## src/rtl/start_token_sched_if.sv

```systemverilog
// Start-token scheduler bus: producer requests, start-FIFO write side, consumer completions, status.
// "master" is the producer/consumer side; "slave" is the scheduler.
interface start_token_sched_if #(
  parameter int unsigned NUM_REQ  = 4,
  parameter int unsigned ID_WIDTH = 2
) ();

  logic                sched_en;
  logic [NUM_REQ-1:0]  req_start;
  logic [NUM_REQ-1:0]  req_ack;
  logic                fifo_full_n;
  logic                fifo_write;
  logic [ID_WIDTH-1:0] fifo_din;
  logic                done_valid;
  logic [ID_WIDTH-1:0] done_id;
  logic                busy;
  logic                err_flag;

  modport master (
    output sched_en, req_start, fifo_full_n, done_valid, done_id,
    input  req_ack, fifo_write, fifo_din, busy, err_flag
  );

  modport slave (
    input  sched_en, req_start, fifo_full_n, done_valid, done_id,
    output req_ack, fifo_write, fifo_din, busy, err_flag
  );

endinterface

```

## src/rtl/start_token_sched.sv

```systemverilog
// Round-robin start-token scheduler with per-producer outstanding-token credits.
// Grants are combinational into the start FIFO; credit state, pointer and status are registered.
module start_token_sched #(
  parameter int unsigned NUM_REQ   = 4,
  parameter int unsigned ID_WIDTH  = 2,
  parameter int unsigned MAX_OUT   = 2,
  parameter int unsigned CNT_WIDTH = 3
) (
  input  logic                  clk,
  input  logic                  reset,
  start_token_sched_if.slave    bus
);

  logic [CNT_WIDTH-1:0] cnt_q [NUM_REQ];
  logic [CNT_WIDTH-1:0] cnt_d [NUM_REQ];
  logic [ID_WIDTH-1:0]  last_q;
  logic                 err_q;
  logic                 busy_q;
  logic                 busy_d;

  logic [NUM_REQ-1:0]   elig;
  logic                 grant_vld;
  logic [ID_WIDTH-1:0]  grant_id;
  int unsigned          idx;

  logic                 done_in_range;
  logic                 done_cnt_nz;
  logic                 done_ok;
  logic                 done_bad;

  // Rotating-priority search starting just after the last granted requester.
  always_comb begin
    elig      = '0;
    grant_vld = 1'b0;
    grant_id  = '0;
    idx       = 0;
    for (int unsigned i = 0; i < NUM_REQ; i++) begin
      elig[i] = bus.req_start[i] & (cnt_q[i] < CNT_WIDTH'(MAX_OUT)) & bus.sched_en;
    end
    if (reset && bus.fifo_full_n) begin
      for (int unsigned k = 1; k <= NUM_REQ; k++) begin
        idx = (32'(last_q) + k) % NUM_REQ;
        for (int unsigned i = 0; i < NUM_REQ; i++) begin
          if (!grant_vld && (i == idx) && elig[i]) begin
            grant_vld = 1'b1;
            grant_id  = ID_WIDTH'(i);
          end
        end
      end
    end
  end

  always_comb begin
    bus.req_ack    = '0;
    bus.fifo_write = grant_vld;
    bus.fifo_din   = grant_vld ? grant_id : '0;
    for (int unsigned i = 0; i < NUM_REQ; i++) begin
      bus.req_ack[i] = grant_vld && (grant_id == ID_WIDTH'(i));
    end
  end

  // A completion is legal only for an existing requester that holds a credit.
  always_comb begin
    done_in_range = 1'b0;
    done_cnt_nz   = 1'b0;
    for (int unsigned i = 0; i < NUM_REQ; i++) begin
      if (bus.done_id == ID_WIDTH'(i)) begin
        done_in_range = 1'b1;
        done_cnt_nz   = (cnt_q[i] != '0);
      end
    end
    done_ok  = bus.done_valid & done_in_range & done_cnt_nz;
    done_bad = bus.done_valid & ~done_ok;
  end

  always_comb begin
    busy_d = 1'b0;
    for (int unsigned i = 0; i < NUM_REQ; i++) begin
      cnt_d[i] = cnt_q[i];
      unique case ({grant_vld && (grant_id == ID_WIDTH'(i)),
                    done_ok && (bus.done_id == ID_WIDTH'(i))})
        2'b10:   cnt_d[i] = cnt_q[i] + CNT_WIDTH'(1);
        2'b01:   cnt_d[i] = cnt_q[i] - CNT_WIDTH'(1);
        default: cnt_d[i] = cnt_q[i];
      endcase
      busy_d = busy_d | (cnt_d[i] != '0);
    end
  end

  always_ff @(posedge clk or negedge reset) begin
    if (!reset) begin
      cnt_q  <= '{default: '0};
      last_q <= ID_WIDTH'(NUM_REQ - 1);
      err_q  <= 1'b0;
      busy_q <= 1'b0;
    end else begin
      cnt_q  <= cnt_d;
      if (grant_vld) begin
        last_q <= grant_id;
      end
      err_q  <= err_q | done_bad;
      busy_q <= busy_d;
    end
  end

  assign bus.busy     = busy_q;
  assign bus.err_flag = err_q;

endmodule

```

## src/flat_wrapper.sv

```systemverilog
// flat-port wrapper written by rule: the top's interface ports become plain ports
module start_token_sched_flat 
#(
  parameter int unsigned NUM_REQ   = 4,
  parameter int unsigned ID_WIDTH  = 2,
  parameter int unsigned MAX_OUT   = 2,
  parameter int unsigned CNT_WIDTH = 3
)
  (clk, reset, bus_sched_en, bus_req_start, bus_fifo_full_n, bus_done_valid, bus_done_id, bus_req_ack, bus_fifo_write, bus_fifo_din, bus_busy, bus_err_flag);
  start_token_sched_if #(.NUM_REQ(NUM_REQ), .ID_WIDTH(ID_WIDTH)) bus_i ();
  input  logic clk;
  input  logic reset;
  input wire logic [$bits(bus_i.sched_en)-1:0] bus_sched_en;
  input wire logic [$bits(bus_i.req_start)-1:0] bus_req_start;
  input wire logic [$bits(bus_i.fifo_full_n)-1:0] bus_fifo_full_n;
  input wire logic [$bits(bus_i.done_valid)-1:0] bus_done_valid;
  input wire logic [$bits(bus_i.done_id)-1:0] bus_done_id;
  output wire logic [$bits(bus_i.req_ack)-1:0] bus_req_ack;
  output wire logic [$bits(bus_i.fifo_write)-1:0] bus_fifo_write;
  output wire logic [$bits(bus_i.fifo_din)-1:0] bus_fifo_din;
  output wire logic [$bits(bus_i.busy)-1:0] bus_busy;
  output wire logic [$bits(bus_i.err_flag)-1:0] bus_err_flag;
  assign bus_i.sched_en = bus_sched_en;
  assign bus_i.req_start = bus_req_start;
  assign bus_i.fifo_full_n = bus_fifo_full_n;
  assign bus_i.done_valid = bus_done_valid;
  assign bus_i.done_id = bus_done_id;
  assign bus_req_ack = bus_i.req_ack;
  assign bus_fifo_write = bus_i.fifo_write;
  assign bus_fifo_din = bus_i.fifo_din;
  assign bus_busy = bus_i.busy;
  assign bus_err_flag = bus_i.err_flag;
  start_token_sched #(.NUM_REQ(NUM_REQ), .ID_WIDTH(ID_WIDTH), .MAX_OUT(MAX_OUT), .CNT_WIDTH(CNT_WIDTH)) u_core (.clk(clk), .reset(reset), .bus(bus_i));
endmodule
```

## config.mk

```make
export PLATFORM = sky130hd
export DESIGN_NAME = start_token_sched_flat
export DESIGN_NICKNAME = d
export VERILOG_FILES = /design/src/rtl/start_token_sched_if.sv /design/src/rtl/start_token_sched.sv /design/src/flat_wrapper.sv
export SDC_FILE = /design/constraint.sdc
export NUM_CORES = 1
export LEC_CHECK = 0
export ABC_AREA = 1
export BUFFER_PORTS_ARGS = -buffer_cell sky130_fd_sc_hd__buf_2
export CORE_ASPECT_RATIO = 0.9
export CORE_MARGIN = 5
export CORE_UTILIZATION = 35
export CTS_BUF_LIST = sky130_fd_sc_hd__clkbuf_4
export CTS_CLUSTER_DIAMETER = 150
export DETAILED_ROUTE_END_ITERATION = 10
export SYNTH_ARGS = -nofsm -noshare
export SYNTH_HDL_FRONTEND = slang
export SYNTH_SLANG_ARGS = --single-unit
```

## constraint.sdc

```tcl
create_clock -name clk -period 4.05 [get_ports clk]
set_input_delay 0.2025 -clock clk [delete_from_list [all_inputs] [get_ports clk]]
set_output_delay 0.2025 -clock clk [all_outputs]
set_load 0.02 [all_outputs]
```

==> results_dict.tcl <==
set metrics [dict create \
    htree_num_levels 1 \
    groute.layer.met3.usage_pct 1.449 \
    timing.rr.start "u_core.last_q[0]" \
    ys_seq_area_share_pct 29.84 \
    cts-root-to-sink-buffers 2 \
    synth_top_area_cell "dfrtp_1" \
    dpl-instance-area_um2 1503 \
    worst_slew_margin_rel_pct 67.85 \
    worst_setup_path_startpoint "u_core.last_q[0]" \
    ant_nets 0 \
    finalWirelength_um 2717 \
    finalMaxSlewViolations 0 \
    rrSetupSlack_ns 0.55 \
    hold_path.class "in -> reg" \
    power.leakage_nw 0.7765 \
    tritoncts "done" \
    fp.dieArea_um2 5201 \
    post_synth.cell_area_avg_um2 7.585 \
    synth_top_flop_cell "dfrtp_1" \
    swShare_pct 49.25 \
    synth_largest_type_area_fraction_pct 25.95 \
    chipHeight_um 68.92 \
    dp_cells 243 \
    track_usage_pct 12.37 \
    setup_violations 0 \
    cts.reportedPaths.clkPinSlew_ns 0.09 \
    timing.critical_path.arrival_ns 3.66 \
    clock_skew_ns 0.001301 \
    synthToLayoutAreaGrowth_pct 13.99 \
    outcome "finished clean" \
    groute.layer.met2.usage_pct 18.21 \
    number_of_buffers_added_for_setup_after_cts 0 \
    detail_route.drc_violations 0 \
    ctsResizeCount 0 \
    synth_top_cells_by_area "dfrtp_1 26%, inv_1 9.5%, nand2_1 8.3%" \
    path_class "reg -> reg" \
    antenna_found_initial 0 \
    holdPathEnd "u_core.bus.err_flag" \
    synth_warnings 0 \
    worstHoldStart "bus_done_valid" \
    initial_utilization_pct 36.18 \
    hpwl_um 2341 \
    intPower_w 0.0004792 \
    period_minus_slack_ns 3.504 \
    whs_path_depth 2 \
    clock_tree.root_cell "clkbuf_4" \
    data_required_time_of_the_critical_path_ns 4.21 \
    grt_start_max_net_pins 18 \
    floorplan.io_pins 20 \
    crit-reg2reg-capture "u_core.bus.busy" \
    pwr_density_cell_nw_per_um2 613.6 \
    antenna_cells 0 \
    tritoncts.num_buffers 3 \
    power.net_switching_w 0.0004651 \
    post_synth_instance_area_um2 1350 \
    fp.dieW_um 75.47 \
    p_comb_share_pct 60.2 \
    tritoncts_num_sinks 16 \
    timing.critical_path.to_type "register" \
    cap_violations 0 \
    path_cells "nor2_2 > nand3_1 > nand2_2 > nor2_4 > nand4_4 > nor2_4 > nand2_2 > nor2_4 > nand4_4 > nor2_4 > nand2_4 > nand2_2 > nand2_2 > nand2_1 > ha_1 > inv_1 > fa_1 > a21oi_1 > o21ai_0 > xnor2_1 > nor3_1 > nand4_1" \
    fmax_mhz 285.4 \
    first_iter_violations 57 \
    grt_setup_unrepaired "no" \
    netlist_instances 178 \
    vdd_drop_max_mv 0.2918 \
    rows 21 \
    grt_overflow 0 \
    layout-drive-gt1-share_pct 22.77 \
    finalNonFillerCells 248 \
    final.fill_count 397 \
    share_seq_of_total_power_pct 31.0 \
    synth-async-reset-ratio_pct 100.0 \
    r2r.worst_path.cells 22 \
    postCtsHoldBufs 1 \
    crit_path_max_incr_delay_ns 0.58 \
    design_area_um2 1539 \
    final_cycle_share_pct 86.53 \
    first_global_vias 1101 \
    final_core_util_pct 41.25 \
    synth_seq_cells 16 \
    tightest_slew_ns 0.4785 \
    power.clock.fraction_pct 8.8 \
    finalNetCount 222 \
    timing.setup.tns_ns 0 \
    core_box_area_um2 3731 \
    timing.critical_path.slowest_stage_cell "dfstp_2" \
    vias_per_cell 4.637 \
    synthesis.nets 197 \
    startpoint_type "register" \
    wire_length_of_the_first_global_routing_pass_um 4968 \
    grt_use_met1_pct 18.64 \
    route.detailed.wl_per_inst_um 10.96 \
    finalHoldViolCount 0 \
    synth_enable_flop_cells 0 \
    grt_busiest_layer "met1" \
    routabilityCongestion 0.8919 \
    critPathMaxFanout 5 \
    firstDrtPassIters 4 \
    num_vias 1150 \
    placement.io_buffers 19 \
    netlist-cell-type-count 26 \
    clock_latency_of_the_later_clocked_register_in_the_worst_skew_pair_ns 0.28 \
]
[layout by cell type (no fill, tap or decap), types with 3 or more instances in the layout]
cell	netlist	layout
nor3_1	5	5
dfrtp_1	14	14
clkbuf_4	0	3
nand2_1	30	30
nand3_1	10	10
nor2_1	17	17
fa_1	4	4
nor2_2	4	4
ha_1	4	4
a21oi_1	5	5
xnor2_1	8	8
inv_1	34	34
nand2_2	6	6
o21ai_0	10	10
nand3_2	3	3
buf_2	0	19
nor2_4	4	4
nand4_1	6	6
[cell type report]
type                            instances  area (µm²)  share of cell area, %
Inverter                               35       131.4                  8.537
Timing Repair Buffer                   20       105.1                  6.829
Multi-Input combinational cell        127       815.8                  53.01
Sequential cell                        16       402.9                  26.18
Clock buffer                            3       22.52                  1.463
Clock inverter                          1       3.754                 0.2439
Tap cell                               46       57.56                  3.740
[power groups by stage]
stage          combinational, W  clock (W)  sequential (W)
4_1_cts                0.000572  0.0000860        0.000294
3_5_place_dp           0.000565          0        0.000297
6_report               0.000568  0.0000834        0.000293
2_1_floorplan          0.000452          0        0.000286
3_3_place_gp           0.000571          0        0.000295
5_1_grt                0.000657  0.0000929        0.000305
[cell usage after synthesis, types with 2 or more instances]
| library cell | n |
|---|---|
| nand3_1 | 10 |
| nand2_1 | 30 |
| nor2_4 | 4 |
| dfstp_2 | 2 |
| nor3_1 | 5 |
| ha_1 | 4 |
| nand4_1 | 6 |
| nor4_1 | 2 |
| nand4_4 | 2 |
| nand3_2 | 3 |
| nand2_2 | 6 |
| inv_1 | 34 |
| nor3b_1 | 2 |
| nor2_2 | 4 |
| o21ai_0 | 10 |
| dfrtp_1 | 14 |
| a21oi_1 | 5 |
| nor2_1 | 17 |
| fa_1 | 4 |
| xnor2_1 | 8 |
[per-stage QoR]
| step | setup WS (ns) | power [W] | hold slack (ns) |
|---|---|---|---|
| 2_1_floorplan | 0.8669 | 0.0007381 | -0.09309 |
| 3_3_place_gp | 0.5601 | 0.0008665 | 0.1376 |
| 3_5_place_dp | 0.5247 | 0.0008626 | 0.1391 |
| 4_1_cts | 0.5084 | 0.0009522 | 0.1536 |
| 5_1_grt | 0.04002 | 0.001055 | 0.1514 |
| 6_report | 0.5457 | 0.0009443 | 0.1579 |
[sequential cells by signal, summed over array words and instances, names as in the netlist]
register	flops
u_core.last_q	2
u_core.bus.err_flag	1
u_core.cnt_q	12
u_core.bus.busy	1
[routing by layer]
metal	share of wire, %	up-vias	wire, µm
li1	-	624	-
met1	53	508	1438
met2	42	14	1149
met3	3.5	4	94
met4	1.3	0	34
met5	0	-	0
[worst max-delay path, delay by kind of cell, from the launching register on]
kind / cells / cell delay [ns]
and+or+nand+nor: 16 / 1.72
adders and majority gates: 2 / 0.58
DFF: 1 / 0.58
AOI/OAI and AO/OA: 2 / 0.26
xor gates and xnor gates: 1 / 0.16
buffers and inverters: 1 / 0.07
[worst max-delay path by stage]
stage                      endpoint  slack [ns]  depth (start not counted)
floorplan           u_core.bus.busy        0.87                         22
global placement    u_core.bus.busy        0.56                         22
detailed placement  u_core.bus.busy        0.52                         22
CTS                 u_core.bus.busy        0.51                         22
global route        u_core.bus.busy        0.04                         21
finish              u_core.bus.busy        0.55                         22
[cells by family after synthesis]
logic type      Yosys count  share of synthesized area [%]
simple gates             92                          37.63
buf+inv                  35                          9.731
compound gates           19                          7.971
flops                    16                          29.84
xor+xnor                  8                          5.190
fa+ha+maj                 8                          9.639
No activity file was read; power rests on OpenSTA's default activity.
